--- src/rtl/mul_arb_pkg.sv ---
// Shared widths and the response tag bundle for mul_arbiter.
// Tag ids are carried at the widest legal width (8 requesters).
package mul_arb_pkg;

  localparam int MUL_OP_W         = 16;
  localparam int MUL_PROD_W       = 32;
  localparam int MUL_ARB_ID_MAX_W = 3;

  typedef struct packed {
    logic                        v;
    logic [MUL_ARB_ID_MAX_W-1:0] id;
  } tag_t;

endpackage

--- src/rtl/mul_16b.sv ---
// Unsigned 16x16 multiplier with LAT register stages.
// Product registers clear on reset.
module mul_16b
  import mul_arb_pkg::*;
#(
  parameter int LAT = 1
) (
  input  logic                  clk,
  input  logic                  rst,
  input  logic [MUL_OP_W-1:0]   i_a,
  input  logic [MUL_OP_W-1:0]   i_b,
  output logic [MUL_PROD_W-1:0] o_p
);

  logic [MUL_PROD_W-1:0] r_p [LAT];

  always_ff @(posedge clk) begin
    if (rst) begin
      for (int i = 0; i < LAT; i++)
        r_p[i] <= '0;
    end else begin
      r_p[0] <= MUL_PROD_W'(i_a) * MUL_PROD_W'(i_b);
      for (int i = 1; i < LAT; i++)
        r_p[i] <= r_p[i-1];
    end
  end

  assign o_p = r_p[LAT-1];

endmodule

--- src/rtl/rr_pick.sv ---
// Combinational round-robin picker: search starts one past i_ptr.
// Returns one-hot grant, encoded index and an any-grant flag.
module rr_pick #(
  parameter int N = 4,
  parameter int W = 2
) (
  input  logic [N-1:0] i_req,
  input  logic [W-1:0] i_ptr,
  output logic [N-1:0] o_gnt,
  output logic [W-1:0] o_idx,
  output logic         o_any
);

  logic [W-1:0] w_j;

  always_comb begin
    o_gnt = '0;
    o_idx = '0;
    o_any = 1'b0;
    w_j   = '0;
    for (int k = 1; k <= N; k++) begin
      w_j = W'((int'(i_ptr) + k) % N);
      if (!o_any && i_req[w_j]) begin
        o_any      = 1'b1;
        o_idx      = w_j;
        o_gnt[w_j] = 1'b1;
      end
    end
  end

endmodule

--- src/rtl/mul_arbiter.sv ---
// Round-robin sharing of one mul_16b among N_REQ requesters.
// Define MUL_ARB_PRIO_EN to give requester 0 absolute priority.
module mul_arbiter
  import mul_arb_pkg::*;
#(
  parameter  int N_REQ   = 4,
  parameter  int MUL_LAT = 1,
  localparam int ID_W    = $clog2(N_REQ)
) (
  input  logic                      clk,
  input  logic                      rst,
  input  logic [N_REQ-1:0]          req_valid,
  input  logic [N_REQ*MUL_OP_W-1:0] req_a,
  input  logic [N_REQ*MUL_OP_W-1:0] req_b,
  output logic [N_REQ-1:0]          req_ready,
  output logic                      rsp_valid,
  output logic [ID_W-1:0]           rsp_id,
  output logic [MUL_PROD_W-1:0]     rsp_data
);

  logic [ID_W-1:0]       r_last;
  logic [N_REQ-1:0]      w_rr_req;
  logic [N_REQ-1:0]      w_rr_gnt;
  logic [ID_W-1:0]       w_rr_idx;
  logic                  w_rr_any;
  logic [N_REQ-1:0]      w_sel_gnt;
  logic [ID_W-1:0]       w_sel_idx;
  logic                  w_upd;
  logic                  w_xfer;

  logic [MUL_OP_W-1:0]   r_iss_a;
  logic [MUL_OP_W-1:0]   r_iss_b;
  logic [ID_W-1:0]       r_iss_id;
  logic                  r_iss_v;
  tag_t                  r_tag [MUL_LAT];
  logic [MUL_PROD_W-1:0] w_prod;

  logic                  r_rsp_v;
  logic [ID_W-1:0]       r_rsp_id;
  logic [MUL_PROD_W-1:0] r_rsp_data;

  rr_pick #(
    .N (N_REQ),
    .W (ID_W)
  ) u_pick (
    .i_req (w_rr_req),
    .i_ptr (r_last),
    .o_gnt (w_rr_gnt),
    .o_idx (w_rr_idx),
    .o_any (w_rr_any)
  );

  always_comb begin
`ifdef MUL_ARB_PRIO_EN
    // requester 0 bypasses the rotation and leaves the pointer alone
    w_rr_req  = req_valid & ~N_REQ'(1);
    w_sel_gnt = req_valid[0] ? N_REQ'(1) : w_rr_gnt;
    w_sel_idx = req_valid[0] ? '0 : w_rr_idx;
    w_upd     = !req_valid[0] && w_rr_any;
`else
    w_rr_req  = req_valid;
    w_sel_gnt = w_rr_gnt;
    w_sel_idx = w_rr_idx;
    w_upd     = w_rr_any;
`endif
  end

  assign req_ready = rst ? '0 : w_sel_gnt;
  assign w_xfer    = |req_ready;

  always_ff @(posedge clk) begin
    if (rst) begin
      r_last   <= ID_W'(N_REQ - 1);
      r_iss_a  <= '0;
      r_iss_b  <= '0;
      r_iss_id <= '0;
      r_iss_v  <= 1'b0;
    end else begin
      r_iss_v <= w_xfer;
      if (w_xfer) begin
        r_iss_a  <= req_a[int'(w_sel_idx)*MUL_OP_W +: MUL_OP_W];
        r_iss_b  <= req_b[int'(w_sel_idx)*MUL_OP_W +: MUL_OP_W];
        r_iss_id <= w_sel_idx;
      end
      if (w_upd)
        r_last <= w_rr_idx;
    end
  end

  mul_16b #(
    .LAT (MUL_LAT)
  ) u_mul (
    .clk (clk),
    .rst (rst),
    .i_a (r_iss_a),
    .i_b (r_iss_b),
    .o_p (w_prod)
  );

  always_ff @(posedge clk) begin
    if (rst) begin
      for (int i = 0; i < MUL_LAT; i++)
        r_tag[i] <= '0;
    end else begin
      r_tag[0] <= '{v: r_iss_v, id: MUL_ARB_ID_MAX_W'(r_iss_id)};
      for (int i = 1; i < MUL_LAT; i++)
        r_tag[i] <= r_tag[i-1];
    end
  end

  // registered response port: accept edge k -> visible after edge k+1+MUL_LAT
  always_ff @(posedge clk) begin
    if (rst) begin
      r_rsp_v    <= 1'b0;
      r_rsp_id   <= '0;
      r_rsp_data <= '0;
    end else begin
      r_rsp_v    <= r_tag[MUL_LAT-1].v;
      r_rsp_id   <= ID_W'(r_tag[MUL_LAT-1].id);
      r_rsp_data <= w_prod;
    end
  end

  assign rsp_valid = r_rsp_v;
  assign rsp_id    = r_rsp_id;
  assign rsp_data  = r_rsp_data;

endmodule
--- config.mk ---
export PLATFORM = sky130hd
export DESIGN_NAME = mul_arbiter
export DESIGN_NICKNAME = d
export VERILOG_FILES = /design/src/rtl/mul_arb_pkg.sv /design/src/rtl/mul_16b.sv /design/src/rtl/rr_pick.sv /design/src/rtl/mul_arbiter.sv
export SDC_FILE = /design/constraint.sdc
export NUM_CORES = 1
export LEC_CHECK = 0
export ABC_AREA = 1
export CORE_ASPECT_RATIO = 0.5
export CORE_UTILIZATION = 45
export DETAILED_ROUTE_END_ITERATION = 12
export PLACE_DENSITY_LB_ADDON = 0.08
export SLEW_MARGIN = 0
export SYNTH_ARGS = -nofsm -noshare
export SYNTH_HDL_FRONTEND = slang
export SYNTH_HIERARCHICAL = 1
export SYNTH_SLANG_ARGS = --single-unit
export TNS_END_PERCENT = 50
--- constraint.sdc ---
create_clock -name clk -period 4.9 [get_ports clk]
set_clock_uncertainty 0.05 [all_clocks]
set_input_delay 0.735 -clock clk [delete_from_list [all_inputs] [get_ports clk]]
set_output_delay 0.735 -clock clk [all_outputs]
set_load 0.005 [all_outputs]
==> results of run 1 <==
## kinds of logic after synthesis
family	Yosys count	synth area share (%)
AND/OR/NAND/NOR	1001	27.3
buffers and inverters	763	19.8
adder cells (fa/ha/maj)	306	35.7
flip-flops	107	14.5
AO/OA/AOI/OAI	64	2.40
XOR/XNOR	4	0.237
## power by group through the flow
stage | Clock, mW | Combinational (mW) | Sequential (mW)
3_5_place_dp | 0 | 8.56 | 1.45
5_1_grt | 0.781 | 11.1 | 1.49
3_3_place_gp | 0 | 8.52 | 1.45
2_1_floorplan | 0 | 6.14 | 1.23
6_report | 0.718 | 9.88 | 1.46
4_1_cts | 0.752 | 9.25 | 1.46
## routing by layer
layer	vias up	GRT usage, %	part of all wire (%)
met4	0	5.22	1.4
met2	383	35.9	41
met5	-	0	0
met1	5838	35.8	51
li1	6727	-	-
met3	34	5.17	6.6
## path summary, 6_finish.rpt
| kind | start | end |
|---|---|---|
| setup / recovery | r_iss_b[5] | u_mul/r_p[0][23] |
| hold / removal | u_mul/r_p[0][7] | rsp_data[7] |
| setup reg to reg | r_iss_b[5] | u_mul/r_p[0][23] |
| hold reg to reg | u_mul/r_p[0][7] | rsp_data[7] |
## what timing repair did
item                                    4_1_cts  5_1_grt
hold buffers                                  0        0
endpoints found under the setup margin       23       24
pin swaps                                    13       66
setup buffers                                 5       11
resized for setup                           105      130
## state kept, by name (all words and copies together), names as in the netlist, 2 cells and up
register	flops
rsp_data	32
u_mul/r_p	32
r_tag	3
rsp_id	2
r_iss_b	16
r_iss_a	16
r_iss_id	2
r_last	2
## Yosys cell counts, drive strengths merged
cell | count | area, um2
a21boi | 4 | 30.0
a21o | 1 | 7.51
a21oi | 36 | 184
a31oi | 1 | 6.26
and2 | 1 | 6.26
buf | 33 | 188
clkbuf | 71 | 267
clkinv | 1 | 3.75
dfxtp | 107 | 2140
fa | 194 | 3880
ha | 112 | 1400
inv | 658 | 2470
nand2 | 679 | 2570
nand3 | 133 | 701
nand4 | 6 | 37.5
nor2 | 180 | 713
nor3 | 2 | 10.0
o211ai | 2 | 15.0
o21ai | 18 | 97.6
o21bai | 2 | 15.0
xnor2 | 4 | 35.0
## worst reg2reg max path: cells and delay by family, from the launching register on
family                   cells  cell delay [ns]
buffers and inverters        6             0.36
adder cells (fa/ha/maj)      7             3.31
flip-flops                   1             0.39
AND/OR/NAND/NOR             10             0.81
## per-stage QoR
stage | utilization (%) | cell area [um2] | setup slack, ns | hold slack, ns
floorplan | - | 15100 | -0.0219 | 0.338
global placement | 55.0 | 17600 | -0.430 | 0.339
detailed placement | 55.0 | 17600 | -0.442 | 0.343
CTS | 57.0 | 18200 | -0.0875 | 0.352
global route | 58.4 | 18700 | -0.332 | 0.368
finish | 58.4 | 18700 | -0.109 | 0.349
## cell type report
class / instances / share of cell area [%]
sequential: 107 / 11.9
timing repair buffer: 288 / 14.7
inverter: 659 / 13.2
tap: 432 / 2.89
multi-input combinational: 1375 / 55.8
clock buffer: 10 / 1.23
clock inverter: 6 / 0.288
==> impl_metrics.csv, run 1 <==
group,metric,value,unit
synth,ys_seq_area_share,14.5,%
route,wire_per_inst,13.4,um
grt,antenna_found_initial,0,
final_layout,drive_above_1_share,14.2,%
worst_hold_path,hold-path-cell-count,2,
clock_tree,clock_latency,0.38,ns
power_and_ir_drop,p_per_area,645,nW/um2
placed_design,dp_hpwl,31500,um
grt,grt_start_max_net_pins,67,
final_layout,regArea,2220,um2
timing,finalCriticalPeriod,5.01,ns
clock_tree,cts_tree,"yes",
power_and_ir_drop,p_sw,6.51,mW
synth,synth_fp_nets,2685,
setup_path,crit_chain,"buf_6 -> nand2_2 -> inv_2 -> fa_1 -> inv_2 -> fa_1 -> fa_2 -> inv_2 -> fa_2 -> fa_1 -> inv_1 -> fa_1 -> inv_2 -> ha_4 -> nand2_4 -> nor2_4 -> nand3_1 -> nand3_4 -> nand2_2 -> nand2_2 -> nand2_1 -> nand2_1 -> nor2_1",
route,wl,38700,um
die,row_count,46,
route,vias,13000,
run_status,status,"complete, but fails checks",
timing,slew_viol_final,0,
route,drc,0,
setup_path,slowest_stage,"fa_2",
placed_design,place_inst,2845,
run_status,violations,"setup timing",
setup_path,max_stage_delay,0.55,ns
power_and_ir_drop,internal_power,5.54,mW
timing,finalSetupViolations,20,
clock_tree,cts_buffers,9,
final_layout,instances_no_fill,2877,
final_layout,diodes,0,
route,viasPerCell,4.51,
timing,grt_setup_unrepaired,"yes",
setup_path,startpoint_type,"register",
die,die_h,130,um
timing,hold_violations,0,
setup_path,r2r_cells,23,
setup_path,worstSetupPathType,"reg2reg",
setup_path,worstPathArrival,5.24,ns
final_layout,area_growth,26.4,%
clock_tree,htreeDepth,3,
grt,grt_usage,24.2,%
route,dr.pass1.iters,5,
timing,maxSlewHeadroom,28.0,%
grt,grt_pass1_wl,64300,um
setup_path,cp-end-kind,"register",
synth,yosysWarnings,6,
power_and_ir_drop,switching_share,54.0,%
power_and_ir_drop,pwr-share-comb,82.0,%
clock_tree,clock_sinks,107,
setup_path,worstSetupPathDepth,23,
timing,fin_crit_sh,102,%
die,core,32000,um2
route,drtAntennaViolNets,0,
worst_hold_path,hp-class,"reg2reg",
final_layout,fill_cells,3162,
die,start_util,46.2,%
setup_path,crit_buf_inv,6,
placed_design,io_buffers,172,
power_and_ir_drop,seq_power_share,12.1,%
route,dr.first_iter.drc_count,967,
power_and_ir_drop,p_leak,10.8,nW
timing,worst_pin_slew,1.08,ns
synth,ys_types,32,
synth,syn_inst,2245,
timing,setup_slack,-0.109,ns
synth,synth_area,14800,um2
setup_path,cp.required,5.13,ns
synth,synth_seq_cells,107,
power_and_ir_drop,clkPwrFrac,6.0,%
timing,tns,-1.25,ns
final_layout,final_cell_mix,"628 x inv_1, 609 x nand2_1, 178 x fa_1, 171 x clkdlybuf4s50_1, 152 x nor2_1",
clock_tree,clk_pin_slew,0.08,ns
power_and_ir_drop,ir_worst_vdd,409,uV
final_layout,final_net_count,2880,
clock_tree,clockBufferDepth,2,
placed_design,gp_congestion,0.898,
clock_tree,root_buffer,"clkbuf_16",
setup_path,critPathTopFamily,"adder cells",
die,die_area,33600,um2
grt,grt_overflow_total,0,
flow_run,drv_cap,0,
setup_path,path_max_fanout,6,
final_layout,multi_input_area,10400,um2
setup_path,regToRegSetupSlack,-0.11,ns
die,io_pins,173,
final_layout,layout_commonest_cell,"inv_1",
synth,avgSynthCellArea,6.59,um2
timing,max_freq,0.200,GHz
power_and_ir_drop,finalPower,12.0,mW
grt,grt_pass1_vias,12600,
die,die_w,258,um
(Power assumes the default switching activity.)
==> inputs of run 2 (changes only) <==
--- a/config.mk
+++ b/config.mk
@@ -8,8 +8,11 @@
 export ABC_AREA = 1
 export CORE_ASPECT_RATIO = 0.5
 export CORE_UTILIZATION = 45
+export CTS_CLUSTER_DIAMETER = 100
 export DETAILED_ROUTE_END_ITERATION = 12
+export DONT_BUFFER_PORTS = 1
 export PLACE_DENSITY_LB_ADDON = 0.08
+export REMOVE_ABC_BUFFERS = 1
 export SLEW_MARGIN = 0
 export SYNTH_ARGS = -nofsm -noshare
 export SYNTH_HDL_FRONTEND = slang
==> run 2 against run 1 <==
- the run still ends with setup timing left
- hold slack lost 0.0050 ns
- critical path depth fell by 2
- count of clock-buffer cells in the layout down 1
- fmax shrank 1.4%
- register-to-register slack worse by 0.07 ns
- total power rose by 0.62%
==> impl_metrics.csv, run 2 (same netlist as run 1, synthesis figures left out) <==
group,metric,value,unit
run_status,status,"complete, but fails checks",
run_status,violations,"setup timing",
clock_tree,htreeDepth,3,
grt,grt_pass1_vias,12100,
clock_tree,clock_latency,0.39,ns
setup_path,startpoint_type,"register",
clock_tree,root_buffer,"clkbuf_16",
grt,grt_usage,23.8,%
route,wl,38300,um
final_layout,layout_commonest_cell,"inv_1",
power_and_ir_drop,p_per_area,700,nW/um2
placed_design,gp_congestion,0.912,
timing,fin_crit_sh,104,%
clock_tree,clockBufferDepth,2,
die,core,32000,um2
grt,grt_start_max_net_pins,67,
die,die_area,33600,um2
route,drc,0,
die,start_util,46.2,%
die,die_h,130,um
setup_path,worstSetupPathType,"reg2reg",
power_and_ir_drop,pwr-share-comb,82.1,%
clock_tree,clock_sinks,107,
power_and_ir_drop,clkPwrFrac,6.0,%
final_layout,drive_above_1_share,17.8,%
route,viasPerCell,4.61,
placed_design,dp_hpwl,30400,um
timing,whs,0.343,ns
clock_tree,cts_buffers,9,
power_and_ir_drop,switching_share,54.4,%
timing,max_freq,0.197,GHz
timing,hold_violations,0,
power_and_ir_drop,p_leak,10.3,nW
setup_path,worstPathArrival,5.31,ns
grt,antenna_found_initial,0,
die,io_pins,173,
timing,maxSlewHeadroom,31.6,%
grt,grt_overflow_total,0,
route,dr.pass1.iters,8,
route,vias,12600,
route,wire_per_inst,14.0,um
final_layout,final_cell_mix,"622 x inv_1, 587 x nand2_1, 179 x fa_1, 153 x nor2_1, 118 x nand3_1",
power_and_ir_drop,finalPower,12.1,mW
grt,grt_pass1_wl,62900,um
final_layout,diodes,0,
final_layout,final_net_count,2733,
timing,finalSetupViolations,19,
die,row_count,46,
timing,setup_slack,-0.178,ns
timing,grt_setup_unrepaired,"yes",
power_and_ir_drop,internal_power,5.52,mW
clock_tree,clk_pin_slew,0.09,ns
clock_tree,cts_tree,"yes",
setup_path,cp.required,5.13,ns
timing,slew_viol_final,0,
final_layout,area_growth,17.1,%
timing,finalCriticalPeriod,5.08,ns
die,die_w,258,um
power_and_ir_drop,p_sw,6.60,mW
setup_path,cp-end-kind,"register",
final_layout,final_util,54.1,%
power_and_ir_drop,seq_power_share,12.0,%
route,drtAntennaViolNets,0,
flow_run,drv_cap,0,
setup_path,path_max_fanout,7,
placed_design,io_buffers,0,
worst_hold_path,hp-class,"reg2reg",
timing,worst_pin_slew,1.03,ns
route,dr.first_iter.drc_count,750,
power_and_ir_drop,ir_worst_vdd,566,uV
[run 2: cell types whose count changed in the layout (fill, tap and decap cells not counted), moves of 6 or more]
cell | previous run | this run
buf_12 | 10 | 4
buf_4 | 96 | 116
buf_6 | 10 | 20
clkdlybuf4s50_1 | 171 | 0
ha_1 | 98 | 92
ha_4 | 13 | 19
inv_1 | 628 | 622
inv_2 | 29 | 35
nand2_1 | 609 | 587
nand2_2 | 54 | 70
nand2_4 | 16 | 22
nor2_2 | 14 | 8
[run 2: power groups by stage]
stage	sequential (mW)	combinational, mW	clock, mW
after floorplan	1.46	5.09	0
after global placement	1.44	7.84	0
after detailed placement	1.44	7.82	0
after CTS	1.45	9.35	0.753
after global routing	1.49	11.2	0.784
final	1.45	9.95	0.722
[run 2: per-stage QoR]
step	setup TNS, ns	setup WS, ns	std cells	instance area, um2
after floorplan	-1.02	-0.0940	2141	14300
after global placement	-10.45	-0.566	2681	15700
after detailed placement	-9.87	-0.538	2681	15700
after CTS	-1.12	-0.0983	2712	16800
after global routing	-5.81	-0.330	2729	17300
final	-1.85	-0.178	2729	17300
[run 2: what timing repair did]
action | in CTS | in global routing
cloned | 0 | 0
pin swaps | 56 | 72
setup buffers | 16 | 17
hold buffers | 0 | 0
resized for setup | 183 | 142
endpoints found under the setup margin | 23 | 24
[run 2: final cells by class]
type                    instances  area [um2]
clock buffers                   9         225
clock inverters                 6        46.3
fillers                      3264       14700
inverters                     659        2480
multi-input cells            1375       10600
flip-flops and latches        107        2230
well taps                     432         541
repair buffers                141        1190
[run 2: final timing paths]
path                                      start                to  slack (ns)  cells after the start
worst min register to register  u_mul/r_p[0][2]       rsp_data[2]        0.34                      2
worst max register to register       r_iss_a[9]  u_mul/r_p[0][25]       -0.18                     21
worst min-delay path            u_mul/r_p[0][2]       rsp_data[2]        0.34                      2
worst max-delay path                 r_iss_a[9]  u_mul/r_p[0][25]       -0.18                     21
[run 2: worst max-delay path, cell delays in order (launching register included)]
cell,delay [ns]
dfxtp_4,0.42
buf_8,0.15
nand2_2,0.06
fa_1,0.53
inv_1,0.05
fa_1,0.48
fa_2,0.60
fa_2,0.46
fa_1,0.49
inv_1,0.05
fa_1,0.49
inv_2,0.06
ha_4,0.31
nand2_4,0.09
nor2_4,0.14
nand2_2,0.08
nor2_1,0.09
nand2_1,0.10
nand3_2,0.10
nand2_1,0.05
nand2_1,0.05
nor2_1,0.06
[run 2: per-layer routing]
layer | routed length, um | vias to the layer above | track usage [%]
met5 | 0 | - | 0
met4 | 405 | 0 | 4.77
met3 | 2250 | 26 | 3.94
met2 | 15800 | 294 | 34.8
met1 | 19900 | 5836 | 36.4
li1 | - | 6424 | -
==> inputs of run 3 (changes only) <==
--- a/config.mk
+++ b/config.mk
@@ -7,8 +7,10 @@
 export LEC_CHECK = 0
 export ABC_AREA = 1
 export CORE_ASPECT_RATIO = 0.5
+export CORE_MARGIN = 2
 export CORE_UTILIZATION = 45
 export CTS_CLUSTER_DIAMETER = 100
+export CTS_CLUSTER_SIZE = 28
 export DETAILED_ROUTE_END_ITERATION = 12
 export DONT_BUFFER_PORTS = 1
 export PLACE_DENSITY_LB_ADDON = 0.08
@@ -18,4 +20,4 @@
 export SYNTH_HDL_FRONTEND = slang
 export SYNTH_HIERARCHICAL = 1
 export SYNTH_SLANG_ARGS = --single-unit
-export TNS_END_PERCENT = 50
+export TNS_END_PERCENT = 30
==> run 3 against run 2 <==
- the flow still finishes with violations (setup timing)
- largest power group unchanged
- first-iteration DRC count decreased by 6.0%
- total power down 4.1%
- clock power rose by 2%
- fmax grew 0.50%
- routed wire length decreased by 2.5%
- critical path depth is 2 lower
- final cell count is 0.81% lower
- setup slack better by 0.026 ns
- hold slack better by 0.0026 ns
- die area rose by 2.3%
- flip-flop and latch count unchanged
- highest routed layer unchanged
==> impl_metrics.csv, run 3 (same netlist as run 1, synthesis figures left out) <==
group,metric,value,unit
grt,gr-usage-met3,4.46,%
flow_run,drv_cap,0,
setup_path,r2r_cells,19,
timing,slew_viol_final,0,
timing,whs,0.346,ns
route,viasPerCell,4.58,
final_layout,final_cell_mix,"634 x inv_1, 623 x nand2_1, 181 x fa_1, 157 x nor2_1, 122 x nand3_1",
clock_tree,clock_sinks,107,
run_status,status,"complete, but fails checks",
timing,max_freq,0.198,GHz
die,core,32000,um2
die,die_h,132,um
clock_tree,root_buffer,"clkbuf_16",
timing,grt_setup_unrepaired,"yes",
route,vias,12400,
route,drc,0,
timing,hold_violations,0,
setup_path,worstPathArrival,5.29,ns
setup_path,regToRegSetupSlack,-0.15,ns
setup_path,r2r-end,"u_mul/r_p[0][15]",
final_layout,final_area,16800,um2
setup_path,cp.required,5.14,ns
placed_design,dp_hpwl,30400,um
grt,grt_usage,22.5,%
placed_design,place_inst,2683,
die,io_pins,173,
clock_tree,clk_pin_slew,0.07,ns
power_and_ir_drop,ir_worst_vdd,590,uV
route,dr.pass1.iters,8,
route,wire_per_inst,13.8,um
timing,finalSetupViolations,20,
final_layout,fill_cells,3270,
final_layout,diodes,0,
die,row_count,46,
timing,maxSlewHeadroom,31.7,%
final_layout,drive_above_1_share,13.9,%
setup_path,worstSetupPathType,"reg2reg",
clock_tree,clock_latency,0.38,ns
power_and_ir_drop,p_leak,10.1,nW
setup_path,path_max_fanout,5,
grt,globalRouteMet2Util,32.3,%
timing,finalCriticalPeriod,5.05,ns
power_and_ir_drop,finalPower,11.6,mW
route,wl,37400,um
final_layout,instances_no_fill,2707,
clock_tree,cts_tree,"yes",
timing,setup_slack,-0.152,ns
final_layout,regArea,2210,um2
grt,busiest_layer,"met1",
timing,tns,-1.95,ns
placed_design,io_buffers,0,
final_layout,final_net_count,2711,
timing,worst_pin_slew,1.02,ns
grt,grt_pass1_vias,12000,
setup_path,endpoint,"u_mul/r_p[0][15]",
placed_design,postPlaceCellArea,15800,um2
final_layout,layout_commonest_cell,"inv_1",
placed_design,gp_congestion,0.898,
grt,grt_overflow_total,0,
grt,grt_pass1_wl,61900,um
final_layout,multi_input_area,10300,um2
power_and_ir_drop,p_per_area,691,nW/um2
grt,antenna_found_initial,0,
setup_path,startpoint_type,"register",
die,die_w,260,um
final_layout,area_growth,13.7,%
clock_tree,cts_buffers,9,
clock_tree,htreeDepth,3,
setup_path,r2r_start,"r_iss_a[11]",
worst_hold_path,hp-class,"reg2reg",
die,die_area,34400,um2
grt,grt_start_max_net_pins,67,
timing,fin_crit_sh,103,%
clock_tree,clockBufferDepth,2,
route,dr.first_iter.drc_count,705,
setup_path,crit_start,"r_iss_a[11]",
setup_path,cp-end-kind,"register",
route,drtAntennaViolNets,0,
die,start_util,46.2,%
grt,grt_use_met1,35.1,%
run_status,violations,"setup timing",
[run 3: worst max-delay path, stage by stage, from the launching register on]
cell	delay, ns
dfxtp_4	0.37
buf_4	0.11
buf_4	0.11
nand2_1	0.07
fa_1	0.58
fa_2	0.44
fa_2	0.53
inv_1	0.06
fa_2	0.39
fa_1	0.51
inv_1	0.05
fa_1	0.51
inv_2	0.06
ha_4	0.32
nand2_4	0.08
nor2_4	0.18
nand3_2	0.12
nand3_4	0.10
o21ai_0	0.08
a21oi_1	0.22
[run 3: metrics by stage]
step,setup slack (ns),util [%]
floorplan,-0.0940,-
global placement,-0.458,49.2
detailed placement,-0.495,49.2
CTS,-0.120,52.0
global route,-0.384,52.6
finish,-0.152,52.6
[run 3: what timing repair did]
action / 4_1_cts / 5_1_grt
gates cloned: 0 / 0
pin swaps: 35 / 19
endpoints found under the setup margin: 23 / 24
hold buffers: 0 / 0
buffers inserted: 7 / 2
gates resized for setup: 159 / 55
[run 3: how the worst min path moves through the flow]
stage                           startpoint      endpoint  slack (ns)  cells after the start
after floorplan                    r_iss_v   r_tag[0][2]        0.34                      2
after global placement         r_tag[0][2]     rsp_valid        0.34                      2
after detailed placement  u_mul/r_p[0][18]  rsp_data[18]        0.34                      2
after CTS                              rst     rsp_id[0]        0.34                      1
after global routing                   rst     rsp_id[0]        0.34                      1
final                     u_mul/r_p[0][17]  rsp_data[17]        0.35                      2
[run 3: layout make-up]
type,instances,share of cell area [%]
clock buffers,10,1.42
clock inverters,5,0.275
inverters,659,14.7
multi-input cells,1375,61.4
flip-flops and latches,107,13.1
well taps,432,3.21
repair buffers,119,5.88
[run 3: report_power, final]
group | internal [mW] | total [mW] | leakage [nW] | switching, mW
Clock | 0.366 | 0.737 | 0.140 | 0.371
Combinational | 3.79 | 9.47 | 9.05 | 5.67
Sequential | 1.16 | 1.42 | 0.891 | 0.265
[run 3: layer usage]
metal | vias to the layer above | wire (um)
met2 | 288 | 14900
met1 | 5717 | 19900
met4 | 0 | 385
met3 | 21 | 2190
met5 | - | 0
li1 | 6379 | -
